--- src/rtl/line_buf_pkg.sv ---
// line_buf_pkg -- shared constants and state encoding for ascii_line_buffer.
//   ASCII_*        : control / printable-range codes the line editor reacts to
//   state_t        : EDIT/DRAIN state encoding (ST_EDIT, ST_DRAIN)
//   is_printable() : 0x20..0x7E range test
package line_buf_pkg;

  localparam logic [6:0] ASCII_BS        = 7'h08;
  localparam logic [6:0] ASCII_CR        = 7'h0D;
  localparam logic [6:0] ASCII_PRINT_MIN = 7'h20;
  localparam logic [6:0] ASCII_PRINT_MAX = 7'h7E;

  typedef logic [0:0] state_t;
  localparam state_t ST_EDIT  = 1'b0;
  localparam state_t ST_DRAIN = 1'b1;

  function automatic logic is_printable(input logic [6:0] c);
    return (c >= ASCII_PRINT_MIN) && (c <= ASCII_PRINT_MAX);
  endfunction

endpackage

--- src/rtl/strobe_rise.sv ---
// strobe_rise -- rising-edge detector for a level input.
//   clock : sole clock
//   reset : synchronous, active-high; clears the history bit to 0 so a
//           level already high at reset release counts as a fresh edge
//   in    : level input
//   pulse : high for the cycle where in is 1 and its previous value was 0
module strobe_rise (
  input  logic clock,
  input  logic reset,
  input  logic in,
  output logic pulse
);

  logic prev;

  always_ff @(posedge clock) begin
    if (reset) prev <= 1'b0;
    else       prev <= in;
  end

  assign pulse = in & ~prev;

endmodule

--- src/rtl/ascii_line_buffer.sv ---
// ascii_line_buffer -- single-line editor for a keyboard ASCII stream.
// Printable characters are appended, backspace deletes, enter commits the
// line, which is then drained one character per handshake.
//
// State table:
//   state    | meaning
//   ST_EDIT  | collecting characters into the line buffer
//   ST_DRAIN | committed line presented on rd_* until rd_last is taken
//
// Ports:
//   clock, reset          : sole clock, synchronous active-high reset
//   ascii_ready, ascii    : character-available level and its code
//   line_valid, line_len  : committed line held / current character count
//   rd_valid, rd_ready    : drain handshake
//   rd_char, rd_last      : drained character and end-of-line marker
//   overflow              : sticky, a character was dropped (reset clears)
//   echo_valid, echo_char : only with ASCII_LINE_BUFFER_ECHO_EN; one-cycle
//                           echo of each stored printable / effective backspace
module ascii_line_buffer
  import line_buf_pkg::*;
#(
  parameter int DEPTH = 32,
  parameter int LW    = $clog2(DEPTH) + 1
) (
  input  logic          clock,
  input  logic          reset,
  input  logic          ascii_ready,
  input  logic [6:0]    ascii,
  output logic          line_valid,
  output logic [LW-1:0] line_len,
  output logic          rd_valid,
  input  logic          rd_ready,
  output logic [6:0]    rd_char,
  output logic          rd_last,
  output logic          overflow
`ifdef ASCII_LINE_BUFFER_ECHO_EN
  ,
  output logic          echo_valid,
  output logic [6:0]    echo_char
`endif
);

  localparam int            AW   = $clog2(DEPTH);
  localparam logic [LW-1:0] FULL = LW'(DEPTH);

  state_t        state;
  logic [LW-1:0] len_q;
  logic [AW-1:0] rd_ptr;
  logic          overflow_q;
  logic [6:0]    line_mem [DEPTH];

  logic accept;
  logic in_edit;
  logic is_print;
  logic do_store;
  logic do_bs;
  logic do_enter;
  logic do_drop;
  logic last_w;

  strobe_rise u_rise (
    .clock (clock),
    .reset (reset),
    .in    (ascii_ready),
    .pulse (accept)
  );

  assign in_edit  = (state == ST_EDIT);
  assign is_print = is_printable(ascii);
  assign do_store = accept && in_edit && is_print && (len_q != FULL);
  assign do_bs    = accept && in_edit && (ascii == ASCII_BS) && (len_q != '0);
  assign do_enter = accept && in_edit && (ascii == ASCII_CR) && (len_q != '0);
  // Any accept while draining is lost, as is a printable into a full line.
  assign do_drop  = accept && (!in_edit || (is_print && (len_q == FULL)));
  assign last_w   = !in_edit && (LW'(rd_ptr) == (len_q - LW'(1)));

  always_ff @(posedge clock) begin
    if (reset) begin
      state      <= ST_EDIT;
      len_q      <= '0;
      rd_ptr     <= '0;
      overflow_q <= 1'b0;
    end else begin
      if (do_drop) overflow_q <= 1'b1;
      case (state)
        ST_EDIT: begin
          if (do_store)      len_q <= len_q + LW'(1);
          else if (do_bs)    len_q <= len_q - LW'(1);
          else if (do_enter) begin
            state  <= ST_DRAIN;
            rd_ptr <= '0;
          end
        end
        default: begin
          if (rd_ready) begin
            if (last_w) begin
              state  <= ST_EDIT;
              len_q  <= '0;
              rd_ptr <= '0;
            end else begin
              rd_ptr <= rd_ptr + AW'(1);
            end
          end
        end
      endcase
    end
  end

  // Buffer contents are not reset; len_q alone defines what is valid.
  always_ff @(posedge clock) begin
    if (do_store) line_mem[len_q[AW-1:0]] <= ascii;
  end

  assign line_valid = !in_edit;
  assign rd_valid   = !in_edit;
  assign rd_char    = in_edit ? 7'h00 : line_mem[rd_ptr];
  assign rd_last    = last_w;
  assign line_len   = len_q;
  assign overflow   = overflow_q;

`ifdef ASCII_LINE_BUFFER_ECHO_EN
  always_ff @(posedge clock) begin
    if (reset) begin
      echo_valid <= 1'b0;
      echo_char  <= 7'h00;
    end else begin
      echo_valid <= do_store || do_bs;
      echo_char  <= (do_store || do_bs) ? ascii : 7'h00;
    end
  end
`else
  // No echo path in this build.
`endif

endmodule

--- config.mk ---
export PLATFORM = sky130hd
export DESIGN_NAME = ascii_line_buffer
export DESIGN_NICKNAME = d
export VERILOG_FILES = /design/src/rtl/line_buf_pkg.sv /design/src/rtl/strobe_rise.sv /design/src/rtl/ascii_line_buffer.sv
export SDC_FILE = /design/constraint.sdc
export NUM_CORES = 1
export LEC_CHECK = 0
export ABC_AREA = 1
export BUFFER_PORTS_ARGS = -buffer_cell sky130_fd_sc_hd__buf_2
export CORE_MARGIN = 1.5
export CORE_UTILIZATION = 45
export CTS_CLUSTER_SIZE = 25
export DETAILED_ROUTE_END_ITERATION = 7
export PLACE_DENSITY = 0.72
export REMOVE_ABC_BUFFERS = 1
export SYNTH_ARGS = -nofsm -noshare
export SYNTH_HDL_FRONTEND = slang
export SYNTH_SLANG_ARGS = --single-unit
--- constraint.sdc ---
create_clock -name clock -period 2.8 [get_ports clock]
set_input_delay 0.42 -clock clock [delete_from_list [all_inputs] [get_ports clock]]
set_output_delay 0.42 -clock clock [all_outputs]
set_load 0.05 [all_outputs]
==> flow_metrics.env, run 1 <==
export IMPL_min_from="reset"
export IMPL_hold_violations=0
export IMPL_p_switching_mw=1.77
export IMPL_synth_edf_count=224
export IMPL_syn_cell_area_um2=10200
export IMPL_p_int_mw=6.06
export IMPL_synth_top_area_share_pct=66.1
export IMPL_path_max_fanout=8
export IMPL_grt_pass1_vias=7000
export IMPL_htree_levels=1
export IMPL_ir_worst_vdd_mv=0.491
export IMPL_grt_max_degree=36
export IMPL_end_kind="primary output"
export IMPL_drtAntennaViolNets=0
export IMPL_die_h_um=153
export IMPL_drc=0
export IMPL_swShare_pct=22.6
export IMPL_start_kind="register"
export IMPL_fin_nets=966
export IMPL_layout_drive_gt1_share_pct=19.3
export IMPL_dp_cells=1186
export IMPL_hp_class="in2reg"
export IMPL_fmax_ghz=0.354
export IMPL_diodes=0
export IMPL_reg2reg_depth=8
export IMPL_ys_ff_latch=243
export IMPL_fin_cells=1248
export IMPL_finalCritPeriodShare_pct=101
export IMPL_dp_hpwl_um=16100
export IMPL_setup_violations=5
export IMPL_yosysWarnings=0
export IMPL_track_usage_pct=23.0
export IMPL_synth_ff_type="edfxtp_1"
export IMPL_skew_ns=0.00945
export IMPL_ctsLongestPathBuffers=3
export IMPL_p_total_mw=7.84
export IMPL_min_to="u_rise.prev"
export IMPL_ys_top_cells_by_area="edfxtp_1, nor2_1, o21ai_0"
export IMPL_worstHoldPathCells=2
export IMPL_synth_cell_types=31
export IMPL_clkTransAtPathRegs_ns=0.06
export IMPL_ys_seq_area_share_pct=69.8
export IMPL_portBuffers=27
export IMPL_viasPerCell=5.94
export IMPL_drv_slew=0
export IMPL_r2r_end="line_mem[26][0]"
export IMPL_async_flop_share_pct=0
export IMPL_min_period_ns=2.83
export IMPL_cts_made_buffers=26
export IMPL_leakage_nw=4.32
export IMPL_synth_top_area_cell="edfxtp_1"
export IMPL_synth_cells=865
export IMPL_worstPathRequired_ns=2.38
export IMPL_drt_pre_antenna_iters=5
export IMPL_wl_per_cell_um=22.5
export IMPL_tightest_slew_ns=0.685
export IMPL_via_count=7419
export IMPL_postLayoutCoreUtil_pct=55.5
export IMPL_r2r_start="line_len[0]"
export IMPL_ys_top_cells_by_count="edfxtp_1, nor2_1, o21ai_0, nand2_1, nand3_1"
export IMPL_coreArea_um2=22000
export IMPL_start_util_pct=46.2
export IMPL_layout_setup_ws_ns=-0.0269
export IMPL_arrival_ns=2.41
export IMPL_rsz0062_at_grt="true"
export IMPL_path_class="reg2out"
export IMPL_pre_cts_slack_ns=0.122
export IMPL_outcome="complete, but fails checks"
export IMPL_gp_congestion=0.921
export IMPL_dieWidth_um=153
export IMPL_grt_first_pass_wirelength_um=41000
export IMPL_pwr_share_seq_pct=51.4
export IMPL_routed_wl_um=28000
export IMPL_cts_root_buf="clkbuf_16"
export IMPL_area_delta_synth_final_pct=20.2
export IMPL_syn_avg_cell_area_um2=11.8
export IMPL_grt_overflow=0
export IMPL_cts_hold_buf=0
export IMPL_placementRows=54
export IMPL_clock_sinks=243
export IMPL_clk_latency_ns=0.52
export IMPL_antenna_found_initial=0
export IMPL_hold_ws_ns=0.0821
export IMPL_ios=28
export IMPL_clkPwrFrac_pct=41.7
export IMPL_initialDrtViolationCount=922
export IMPL_violations="negative setup slack"
export IMPL_cts_tree="done"
export IMPL_rrSetupSlack_ns=0.37
export IMPL_fp_dieArea_um2=23500
export IMPL_power_density_nw_per_um2=641
export IMPL_maxCapViolCount=0
export IMPL_post_synth_top_count_cell="edfxtp_1"
export IMPL_comb_power_share_pct=6.9
export IMPL_slew_headroom_pct=54.3
[critical path: stages (launching register included)]
cell and delay [ns]:
dfxtp_4 0.51, buf_8 0.18, buf_4 0.12, buf_8 0.13, nor2_1 0.06, o221ai_1 0.17
nand3_1 0.14, nand3_2 0.14, nand2_1 0.08, nor2_2 0.17, buf_6 0.18
[timing repair]
item | in CTS | in global routing
endpoints found under the setup margin | 8 | 8
cloned | 4 | 5
setup buffers | 3 | 3
gates resized for setup | 20 | 58
pin swaps | 1 | 46
[power groups by stage]
stage / clock [mW] / combinational [mW] / sequential [mW]
finish: 3.27 / 0.540 / 4.03
global route: 3.44 / 0.592 / 4.03
CTS: 3.29 / 0.523 / 4.02
detailed placement: 0 / 0.513 / 4.10
global placement: 0 / 0.505 / 4.10
floorplan: 0 / 0.244 / 4.16
[final cells by class]
cell class                 count  area [um^2]
fill                        1783         9790
sequential                   243         7120
multi-input combinational    536         2780
timing repair buffer         106         1020
clock buffer                  34          722
tap                          280          350
inverter                      36          143
clock inverter                13         98.8
[registers in the layout, summed over array words and instances (netlist names), named ones only]
name,cells
line_valid,1
line_mem,224
rd_ptr,5
u_rise.prev,1
overflow,1
line_len,6
[logic make-up after synthesis]
logic type,after synthesis,share of synthesized area (%)
xor gates and xnor gates,6,0.516
DFF,243,69.8
adders and majority gates,6,0.737
and+or+nand+nor,341,14.1
buffers and inverters,86,3.74
AOI/OAI and AO/OA,183,11.1
[how the worst max path moves through the flow]
stage | from | endpoint | cells after the start
after global routing | register | rd_char[6] | 10
after detailed placement | line_len[0] | line_mem[26][1] | 8
after floorplan | register | rd_char[4] | 7
final | register | rd_char[6] | 10
after CTS | register | rd_char[6] | 9
after global placement | line_len[0] | line_mem[26][5] | 8
[placed cells by master (no fill, tap or decap), drive strengths merged]
cell      Yosys  routed
a21oi         3       3
a31oi         1       1
buf          19     102
bufinv        0       1
clkbuf       31      38
clkinv        1       9
clkinvlp      0       3
dfxtp        19      19
edfxtp      224     224
ha            6       6
inv          35      36
nand2        79      79
nand3        60      60
nand4         6       6
nor2        191     191
nor3          5       5
o211ai        1       1
o21ai       122     122
o221ai       51      51
o22ai         5       5
xor2          6       6
[per-layer routing]
layer  vias up  wire, um  global-route usage [%]
met1      3503     10600                    31.5
met4         0      1160                    7.40
met5         -         0                       0
li1       3308         -                       -
met2       513     12900                    36.5
met3        95      3320                    5.25
[per-stage QoR]
step / TNS (ns) / instance area (um^2)
after floorplan: -10.62 / 9930
after global placement: 0 / 11000
after detailed placement: 0 / 11000
after CTS: -0.00252 / 12000
after global routing: -0.392 / 12200
final: -0.0491 / 12200
No activity file was read; power rests on OpenSTA's default activity.
==> inputs of run 2 (changes only) <==
Settings changed: PLACE_DENSITY 0.72 to not set.
==> flow_metrics.env, run 2 (synthesis gave the netlist of run 1 again) <==
export IMPL_hold_violations=0
export IMPL_grt_overflow=0
export IMPL_track_usage_pct=23.9
export IMPL_ios=28
export IMPL_htree_levels=1
export IMPL_end_kind="primary output"
export IMPL_clk_latency_ns=0.54
export IMPL_layout_drive_gt1_share_pct=18.1
export IMPL_mostFrequentLayoutCells="edfxtp_1, nor2_1, o21ai_0"
export IMPL_portBuffers=27
export IMPL_dp_hpwl_um=16800
export IMPL_grt_max_degree=48
export IMPL_hp_class="in2reg"
export IMPL_fin_nets=960
export IMPL_arrival_ns=2.35
export IMPL_drt_pre_antenna_iters=8
export IMPL_layout_commonest_cell="edfxtp_1"
export IMPL_maxCapViolCount=0
export IMPL_initialDrtViolationCount=858
export IMPL_rrSetupSlack_ns=0.51
export IMPL_die_h_um=153
export IMPL_worstPathRequired_ns=2.38
export IMPL_routed_wl_um=28500
export IMPL_leakage_nw=4.29
export IMPL_start_kind="register"
export IMPL_wl_per_cell_um=23.0
export IMPL_max_stage_delay_ns=0.36
export IMPL_outcome="completed"
export IMPL_tightest_slew_ns=0.692
export IMPL_path_max_fanout=13
export IMPL_rsz0062_at_grt="true"
export IMPL_ir_worst_vdd_mv=0.459
export IMPL_ctsLongestPathBuffers=3
export IMPL_cts_tree="done"
export IMPL_grt_first_pass_wirelength_um=42300
export IMPL_antenna_found_initial=0
export IMPL_viasPerCell=5.81
export IMPL_placementRows=54
export IMPL_fp_dieArea_um2=23500
export IMPL_drv_slew=0
export IMPL_drc=0
export IMPL_crit_slowest_cell="dfxtp_1"
export IMPL_cts_made_buffers=25
export IMPL_largest_reg_flops=224
export IMPL_grt_pass1_vias=7090
export IMPL_gp_congestion=0.906
export IMPL_fillers=1843
export IMPL_crit_path_frequent_cell="nand3_1"
export IMPL_path_class="reg2out"
export IMPL_skew_ns=0.0266
export IMPL_clock_sinks=243
export IMPL_area_delta_synth_final_pct=19.4
export IMPL_slew_headroom_pct=53.8
export IMPL_finalCritPeriodShare_pct=99.0
export IMPL_diodes=0
export IMPL_p_total_mw=7.93
export IMPL_min_period_ns=2.77
export IMPL_drtAntennaViolNets=0
export IMPL_cts_root_buf="clkbuf_16"
export IMPL_crit_path_cell_trace="clkinv_1 > buf_4 > o221ai_1 > nand3_1 > nand3_1 > nand2_1 > nor2_4 > buf_6"
export IMPL_coreArea_um2=22000
export IMPL_via_count=7211
export IMPL_dieWidth_um=153
export IMPL_start_util_pct=46.2
export IMPL_hold_ws_ns=0.0698
export IMPL_postLayoutCoreUtil_pct=55.2
export IMPL_setup_violations=0
export IMPL_clkTransAtPathRegs_ns=0.06
export IMPL_power_density_nw_per_um2=652
export IMPL_fmax_ghz=0.361
[run 2: cell type report]
cell class | instances | area (um^2) | share of cell area [%]
clock buffer | 35 | 693 | 5.70
clock inverter | 11 | 134 | 1.10
inverter | 36 | 143 | 1.17
multi-input combinational | 536 | 2750 | 22.6
sequential | 243 | 7120 | 58.6
tap | 280 | 350 | 2.88
timing repair buffer | 101 | 965 | 7.94
[run 2: metrics by stage]
step                setup TNS (ns)  cell area [um^2]  setup slack, ns  cells
floorplan                   -10.62              9930            -1.54    815
global placement                 0             11000            0.379   1188
detailed placement               0             11000            0.346   1188
CTS                        -0.0131             11900         -0.00955   1238
global route                -0.140             12200          -0.0582   1242
finish                           0             12200           0.0293   1242
[run 2: timing repair]
item | 4_1_cts | 5_1_grt
setup endpoints to repair | 8 | 8
hold buffers | 0 | 0
resized for setup | 17 | 39
setup buffers | 1 | 0
pin swaps | 1 | 13
cloned | 3 | 4
[run 2: worst max-delay path, delay by kind of cell, from the launching register on]
family                 cells  cell delay (ns)
and+or+nand+nor            4             0.55
AOI/OAI and AO/OA          1             0.10
buffers and inverters      3             0.83
DFF                        1             0.36
[run 2: worst paths after layout]
kind,depth (start not counted),to,startpoint
setup / recovery,8,rd_char[4],register
hold / removal,2,u_rise.prev,reset
setup reg to reg,8,line_mem[19][6],line_len[2]
hold reg to reg,2,overflow,overflow
[run 2: routing by layer]
metal / GRT usage (%) / vias to the layer above / share of wire [%]
met1: 34.4 / 3415 / 42
met2: 36.6 / 425 / 45
met5: 0 / - / 0
li1: - / 3305 / -
met3: 4.14 / 66 / 10
met4: 8.65 / 0 / 3.2
[run 2: power breakdown]
group / switching [mW] / internal, mW / leakage, nW
Sequential: 0.0271 / 4.00 / 2.17
Combinational: 0.389 / 0.156 / 1.71
Clock: 1.35 / 2.00 / 0.404
